--- src/rtl/instr_fetch_unit.sv ---
// Instruction fetch stage for the 16-bit core.
// Keeps the PC, issues credit-limited requests to instruction memory, and
// queues in-order responses (tagged with their fetch address) for decode.
// A redirect reloads the PC, flushes the queue and drops any response still
// in flight for the old instruction stream.
module instr_fetch_unit #(
    parameter logic [15:0] RESET_PC = 16'h0000,
    parameter int          DEPTH    = 2
) (
    input  logic        clk,
    input  logic        rst,
    output logic        imem_req,
    output logic [15:0] imem_addr,
    input  logic        imem_gnt,
    input  logic        imem_rvalid,
    input  logic [15:0] imem_rdata,
    input  logic        redir_valid,
    input  logic [15:0] redir_pc,
    output logic        instr_valid,
    input  logic        instr_ready,
    output logic [15:0] instr,
    output logic [15:0] instr_pc,
    output logic [4:0]  opcode
);

    // Counters are 3 bits wide: DEPTH never exceeds 4.
    localparam logic [2:0] DEPTH_C = 3'(DEPTH);

    logic [15:0] pc;
    logic [2:0]  fifo_cnt;
    logic [2:0]  out_cnt;
    logic [2:0]  drop_cnt;

    logic [15:0] aq       [DEPTH];
    logic [15:0] fifo_ins [DEPTH];
    logic [15:0] fifo_adr [DEPTH];

    logic        gnt;
    logic        rsp;
    logic        rsp_keep;
    logic        pop;
    logic [3:0]  credit_used;
    logic [2:0]  aq_wr;
    logic [2:0]  fifo_wr;

    assign imem_addr = pc;

    // Handshake qualification, credit check and head-of-queue presentation.
    always_comb begin
        credit_used = {1'b0, fifo_cnt} + {1'b0, out_cnt};
        imem_req    = !rst && !redir_valid && (credit_used < {1'b0, DEPTH_C});
        gnt         = imem_req && imem_gnt;
        // A response with nothing outstanding is stale (e.g. from before reset).
        rsp         = imem_rvalid && (out_cnt != 3'd0);
        // Same-cycle redirect means this response belongs to the old stream.
        rsp_keep    = rsp && (drop_cnt == 3'd0) && !redir_valid;
        instr_valid = !rst && (fifo_cnt != 3'd0);
        pop         = instr_valid && instr_ready;
        aq_wr       = rsp ? (out_cnt - 3'd1) : out_cnt;
        fifo_wr     = pop ? (fifo_cnt - 3'd1) : fifo_cnt;
        instr       = (fifo_cnt != 3'd0) ? fifo_ins[0] : 16'h0000;
        instr_pc    = (fifo_cnt != 3'd0) ? fifo_adr[0] : 16'h0000;
        opcode      = instr[15:11];
    end

    // PC, outstanding-request, drop and occupancy bookkeeping.
    always_ff @(posedge clk) begin
        if (rst) begin
            pc       <= RESET_PC;
            out_cnt  <= 3'd0;
            drop_cnt <= 3'd0;
            fifo_cnt <= 3'd0;
        end else begin
            if (redir_valid) begin
                pc <= redir_pc & 16'hFFFE;
            end else if (gnt) begin
                pc <= pc + 16'd2;
            end

            out_cnt <= out_cnt + {2'b00, gnt} - {2'b00, rsp};

            // Every request still in flight after a redirect belongs to the
            // old stream, so the drop count becomes whatever remains
            // outstanding; this stays exact across back-to-back redirects.
            if (redir_valid) begin
                drop_cnt <= out_cnt - {2'b00, rsp};
            end else if (rsp && (drop_cnt != 3'd0)) begin
                drop_cnt <= drop_cnt - 3'd1;
            end

            if (redir_valid) begin
                fifo_cnt <= 3'd0;
            end else begin
                fifo_cnt <= fifo_cnt + {2'b00, rsp_keep} - {2'b00, pop};
            end
        end
    end

    // Both queues keep their head at index 0: entries shift down on pop and a
    // new entry lands just past the surviving tail. Contents need no reset
    // because the counts qualify them.
    for (genvar i = 0; i < DEPTH; i++) begin : g_q
        localparam int NX = (i < DEPTH - 1) ? i + 1 : i;

        // Address queue: push the granted PC, pop on each counted response.
        always_ff @(posedge clk) begin
            if (gnt && (aq_wr == 3'(i))) begin
                aq[i] <= pc;
            end else if (rsp) begin
                aq[i] <= aq[NX];
            end
        end

        // Prefetch FIFO: push kept responses with their address, pop to decode.
        always_ff @(posedge clk) begin
            if (rsp_keep && (fifo_wr == 3'(i))) begin
                fifo_ins[i] <= imem_rdata;
                fifo_adr[i] <= aq[0];
            end else if (pop) begin
                fifo_ins[i] <= fifo_ins[NX];
                fifo_adr[i] <= fifo_adr[NX];
            end
        end
    end

endmodule

--- config.mk ---
export PLATFORM = sky130hd
export DESIGN_NAME = instr_fetch_unit
export DESIGN_NICKNAME = d
export VERILOG_FILES = /design/src/rtl/instr_fetch_unit.sv
export SDC_FILE = /design/constraint.sdc
export NUM_CORES = 1
export LEC_CHECK = 0
export ABC_AREA = 0
export CAP_MARGIN = 25
export CORE_MARGIN = 3
export CORE_UTILIZATION = 40
export DETAILED_ROUTE_END_ITERATION = 6
export DONT_BUFFER_PORTS = 1
export PLACE_DENSITY_LB_ADDON = 0.12
export SYNTH_ARGS = -nofsm -noshare
export SYNTH_HDL_FRONTEND = slang
export SYNTH_SLANG_ARGS = --single-unit
--- constraint.sdc ---
create_clock -name clk -period 9.67 [get_ports clk]
set_input_delay 0.4835 -clock clk [delete_from_list [all_inputs] [get_ports clk]]
set_output_delay 0.4835 -clock clk [all_outputs]
set_load 0.02 [all_outputs]
# Yosys cells after proc, flatten, opt, wreduce, memory -nomap -nowiden
# Memory sizes are Yosys's and may differ from the RTL's.
# Cells that the tools add are included.
# W data, S select, Z words.
dict set report word_totals {
  in_bits 38
  mem_bits_rw 96
  output_inout_bits 55
  ff_bits 25
  memories 3
}
# name words word_bits rd rd_clocked_by_memory_dff wr line_no
set mem_list {}
lappend mem_list {aq 2 16 2 0 2 34} ;# logic [15:0] aq [DEPTH];
lappend mem_list {fifo_adr 2 16 2 0 2 36} ;# logic [15:0] fifo_adr [DEPTH];
lappend mem_list {fifo_ins 2 16 2 0 2 35} ;# logic [15:0] fifo_ins [DEPTH];
dict set report classes {
  n_lt_le_gt_ge 1
  reduce_logical 24
  bitwise_logic 6
  addsub 10
  eq_ne 2
  n_mux 32
}
# op n
set ops {}
lappend ops {{$mux W16} 10}
lappend ops {{$mux W1} 18}
lappend ops {{$add A16 B2 Y16 const B} 1}
lappend ops {{$logic_and A1 B1 Y1} 13}
lappend ops {{$mux W3} 4}
lappend ops {{$logic_not A3 Y1} 3}
lappend ops {{$reduce_bool A3 Y1} 3}
lappend ops {{$sub A3 B1 Y3} 3}
lappend ops {{$sub A3 B1 Y3 const B} 3}
lappend ops {{$add A3 B1 Y3} 2}
lappend ops {{$eq A3 B1 Y1 const B} 2}
lappend ops {{$or A1 B1 Y1} 6}
lappend ops {{$add A3 B3 Y4} 1}
lappend ops {{$lt A4 B2 Y1 const B} 1}
lappend ops {{$reduce_bool A2 Y1} 2}
lappend ops {{$logic_not A1 Y1} 2}
lappend ops {{$reduce_or A2 Y1} 1}

# Depth between registers and ports, before layout
dict set report depth {
  depth_word 9
  ltp_mapped 16
  depth_no_buf 14
}

# Worst setup path before layout
# Ideal clock, no wire load.
dict set report synth_timing {
  path_kind {reg-to-reg}
  startpoint {register out_cnt[1]}
  endpoint {memory fifo_adr[0][10] (enable)}
  required_time_ns 9.164
  setup_ns 0.506
  stages_incl_launch_ff 8
  path_slack_ns 4.573
  arrival_ns 4.591
  n_path_buf 0
  cell_sequence {dfxtp_1 -> inv_1 -> ha_1 -> ha_1 -> nand2b_1 -> inv_1 -> nand4_1 -> o41ai_1}
}
# item line_no
set synth_rtl {}
lappend synth_rtl {{start: declaration} 31} ;# logic [2:0] out_cnt;
lappend synth_rtl {{start signal: assignment} 80} ;# out_cnt <= out_cnt + {2'b00, gnt} - {2'b00, rsp};
lappend synth_rtl {{end: declaration} 36}

# Worst setup path after layout
dict set report layout_timing {
  startpoint {register fifo_cnt[1]}
  endpoint {register out_cnt[2]}
}
dict set report layout_via {
  elab_chain_len 6
}
# item line_no
set layout_lines {}
lappend layout_lines {{start: declaration} 30} ;# logic [2:0] fifo_cnt;
lappend layout_lines {{start signal: assignment} 94} ;# fifo_cnt <= fifo_cnt + {2'b00, rsp_keep} - {2'b00, pop};
lappend layout_lines {{$add A3 B3 Y4} 50} ;# credit_used = {1'b0, fifo_cnt} + {1'b0, out_cnt};
lappend layout_lines {{$lt A4 B2 Y1} 51} ;# imem_req = !rst && !redir_valid && (credit_used < {1'b0, DEPTH_C});
lappend layout_lines {{$logic_and A1 B1 Y1} 51}
lappend layout_lines {{$logic_and A1 B1 Y1} 52} ;# gnt = imem_req && imem_gnt;
lappend layout_lines {{$add A3 B1 Y3} 80}
lappend layout_lines {{$sub A3 B1 Y3} 80}
# Every way passes these cells.
# A chain may end at the register's enable or synchronous reset.

==> reports/metrics.json <==
{
  "status": {
    "run_status": "completed"
  },
  "yosys": {
    "synth.ff_latch_count": 116,
    "most_common_cell_in_the_synthesized_netlist": "sky130_fd_sc_hd__edfxtp_1",
    "yosysSeqAreaShare_pct": 61.6,
    "yosysWarnings": 0,
    "syn_inst": 387,
    "synth_area_mm2": 0.00527,
    "synth-edff-count": 92,
    "synth_top_flop_cell": "sky130_fd_sc_hd__edfxtp_1",
    "yosys.cell_types.count": 49,
    "postSynthAreaPerCell_um2": 13.6,
    "synth_top_cell_by_area": "sky130_fd_sc_hd__edfxtp_1",
    "post_synth_main_area_contributors": "sky130_fd_sc_hd__edfxtp_1 (52%), sky130_fd_sc_hd__mux2_2 (9.4%), sky130_fd_sc_hd__dfxtp_1 (9.1%)",
    "synth.cells.most_frequent": "sky130_fd_sc_hd__edfxtp_1 (92), sky130_fd_sc_hd__mux2_2 (44), sky130_fd_sc_hd__nor2b_1 (32)",
    "postSynth.asyncResetShare_pct": 0,
    "yosys.area.top_type_share_pct": 52.5
  },
  "setup_path": {
    "reg2reg_setup_slack_ps": 6370,
    "crit_required_ps": 9970,
    "crit_type": "flip-flop to flip-flop",
    "worst-endpoint-arrival_ps": 3600,
    "worst-path-max-fanout": 23,
    "worstSetupEndpointType": "flip-flop",
    "worst_setup_path_start_kind": "flip-flop"
  },
  "sta": {
    "finalWorstPathRequiredPeriod_ps": 3300,
    "setup_total_negative_slack_ps": 0,
    "layout_worst_path_cycle_share_pct": 34.1,
    "finClkSkew_ps": 8.28,
    "slew_headroom_pct": 40.6,
    "slew_violations": 0,
    "fmaxAchievable_mhz": 303,
    "tightest_slew_ps": 888,
    "hold_viol_final": 0,
    "hold-worst-slack_ps": 143,
    "grt_setup_unrepaired": "false",
    "setup_violations": 0
  },
  "clock_network": {
    "clock_sink_total": 116,
    "clkSlewWorstSetupHoldPaths_ps": 50,
    "clock_insertion_delay_worst_skew_ps": 410,
    "cts-htree-levels": 4,
    "post_cts.resized_instances": 0,
    "tritoncts": "built",
    "post-cts-setup-buffer-count": 0,
    "ctsRootBufferMaster": "sky130_fd_sc_hd__clkbuf_16",
    "post_cts_hold_buffer_count": 0,
    "cts-root-to-sink-buffers": 2,
    "number_of_clock_buffers_inserted_by_tritoncts": 17
  },
  "pwr": {
    "ir_drop_mv": 0.132,
    "internal_power_w": 0.00107,
    "pwr-share-comb_pct": 15.3,
    "p_leak_nw": 2.01,
    "p_seq_share_pct": 46.5,
    "power_density_mw_per_mm2": 241,
    "p_clk_share_pct": 38.2,
    "net-switching-power_w": 0.000364,
    "sw_frac_of_total_pct": 25.4
  },
  "floorplanning": {
    "die_area_mm2": 0.0146,
    "dieHeight_um": 121,
    "start_util_pct": 41.4,
    "dieWidth_um": 121,
    "core_area_mm2": 0.0127,
    "io_pins": 93,
    "core.rowCount": 41
  },
  "global_routing": {
    "groute.layer.met2.usage_pct": 21.9,
    "grt_start_max_net_pins": 32,
    "number_of_global_route_vias_before_repair": 3092,
    "use_met1_pct": 19.5,
    "global_route.usage.met3_pct": 6.41,
    "grt_first_pass_wirelength_um": 16500,
    "global_route.usage.total_pct": 14.8,
    "grt_busiest_layer": "met2",
    "grt_remaining_overflow": 0,
    "antenna_found_initial": 0
  },
  "routing": {
    "number_of_nets_with_antenna_violations_after_routing": 0,
    "total_wirelength_um": 9790,
    "vias_per_cell": 5.16,
    "detail_route.wl_per_cell_um": 17.1,
    "drt_iter0_markers": 185,
    "drt_pre_antenna_iters": 4,
    "drc": 0,
    "number_of_vias_in_the_routed_layout": 2953
  },
  "layout": {
    "final_layout_size_suffix_gt1_share_pct": 21.5,
    "layout_area_overhead_pct": 13.1,
    "antenna-diode-count": 0,
    "final_net_count": 444,
    "final_core_utilization_pct": 46.8
  },
  "place": {
    "port_buffers": 0,
    "place_hpwl_um": 6440,
    "gp_congestion": 0.744
  },
  "flow_run": {
    "timing.max_cap.violations": 0
  },
  "min_path": {
    "worstHoldPathType": "input pin to flip-flop"
  }
}
## critical path, cell delays in order (launching register included)
cell	delay, ps
sky130_fd_sc_hd__dfxtp_1	410
sky130_fd_sc_hd__inv_1	170
sky130_fd_sc_hd__fa_1	460
sky130_fd_sc_hd__a311o_1	350
sky130_fd_sc_hd__and2_4	200
sky130_fd_sc_hd__nor2_8	190
sky130_fd_sc_hd__inv_4	130
sky130_fd_sc_hd__ha_1	310
sky130_fd_sc_hd__inv_1	50
sky130_fd_sc_hd__ha_1	140
sky130_fd_sc_hd__inv_1	50
sky130_fd_sc_hd__fa_1	370
sky130_fd_sc_hd__xnor2_1	190
sky130_fd_sc_hd__xnor2_1	140
sky130_fd_sc_hd__nor2_1	50
## power groups by stage
stage	Combinational [W]	Sequential [W]	Clock, W
5_1_grt	0.000252	0.000676	0.000588
3_3_place_gp	0.000216	0.000676	0
6_report	0.000219	0.000667	0.000548
4_1_cts	0.000224	0.000668	0.000561
2_1_floorplan	0.000186	0.000665	0
3_5_place_dp	0.000222	0.000677	0
## per-stage QoR
step           power, W  cells  setup WS [ps]  cell area [um^2]
2_1_floorplan  0.000852    388           4570              5270
3_3_place_gp   0.000892    538           5970              5400
3_5_place_dp   0.000899    540           6290              5430
4_1_cts         0.00145    572           6290              5950
5_1_grt         0.00152    572           6150              5950
6_report        0.00143    572           6370              5950
## flip-flops by register name (all words and copies together) (netlist names)
register / cells
aq: 30
drop_cnt: 3
fifo_adr: 30
fifo_cnt: 3
fifo_ins: 32
imem_addr: 15
out_cnt: 3
## per-layer routing
layer	routed length, um	up-vias	share of wire, %
li1	-	1433	-
met1	4700	1436	48
met2	4350	74	44
met3	628	10	6.4
met4	110	0	1.1
met5	0	-	0
## path summary, 6_finish.rpt
kind	startpoint	endpoint	cells past startpoint
hold reg to reg	aq[0][2]	fifo_adr[1][2]	0
setup / recovery	fifo_cnt[1]	out_cnt[2]	14
hold / removal	rst	imem_addr[3]	1
setup reg to reg	fifo_cnt[1]	out_cnt[2]	14
## cell usage in the layout (no fill, tap or decap), types with 8 or more instances in the layout
| cell type | count |
|---|---|
| sky130_fd_sc_hd__edfxtp_1 | 92 |
| sky130_fd_sc_hd__mux2_2 | 44 |
| sky130_fd_sc_hd__nor2b_1 | 32 |
| sky130_fd_sc_hd__dfxtp_1 | 24 |
| sky130_fd_sc_hd__nand2_1 | 22 |
| sky130_fd_sc_hd__inv_1 | 19 |
| sky130_fd_sc_hd__clkbuf_16 | 17 |
| sky130_fd_sc_hd__ha_1 | 16 |
| sky130_fd_sc_hd__nor2_1 | 9 |
| sky130_fd_sc_hd__or4_1 | 9 |
| sky130_fd_sc_hd__o311ai_0 | 9 |
| sky130_fd_sc_hd__a31oi_1 | 9 |
| sky130_fd_sc_hd__a21oi_1 | 8 |
## area by class of cell
class / instances / area [um^2]
fillers: 1168 / 6770
flip-flops and latches: 116 / 3240
multi-input cells: 227 / 1840
clock buffers: 26 / 489
well taps: 172 / 215
inverters: 20 / 77.6
repair buffers: 5 / 61.3
clock inverters: 6 / 30.0
## cells by family (layout without fill, tap and decap cells)
family | after synthesis | after routing | synth area share, %
AOI/OAI and AO/OA | 47 | 47 | 6.30
xor gates and xnor gates | 6 | 6 | 0.998
adders and majority gates | 19 | 19 | 4.94
buffers and inverters | 45 | 57 | 4.23
DFF | 116 | 116 | 61.6
muxes | 46 | 46 | 9.84
other | 1 | 2 | 0.0712
and+or+nand+nor | 107 | 107 | 12.0
Note: power is estimated with default switching activity, not from simulation.
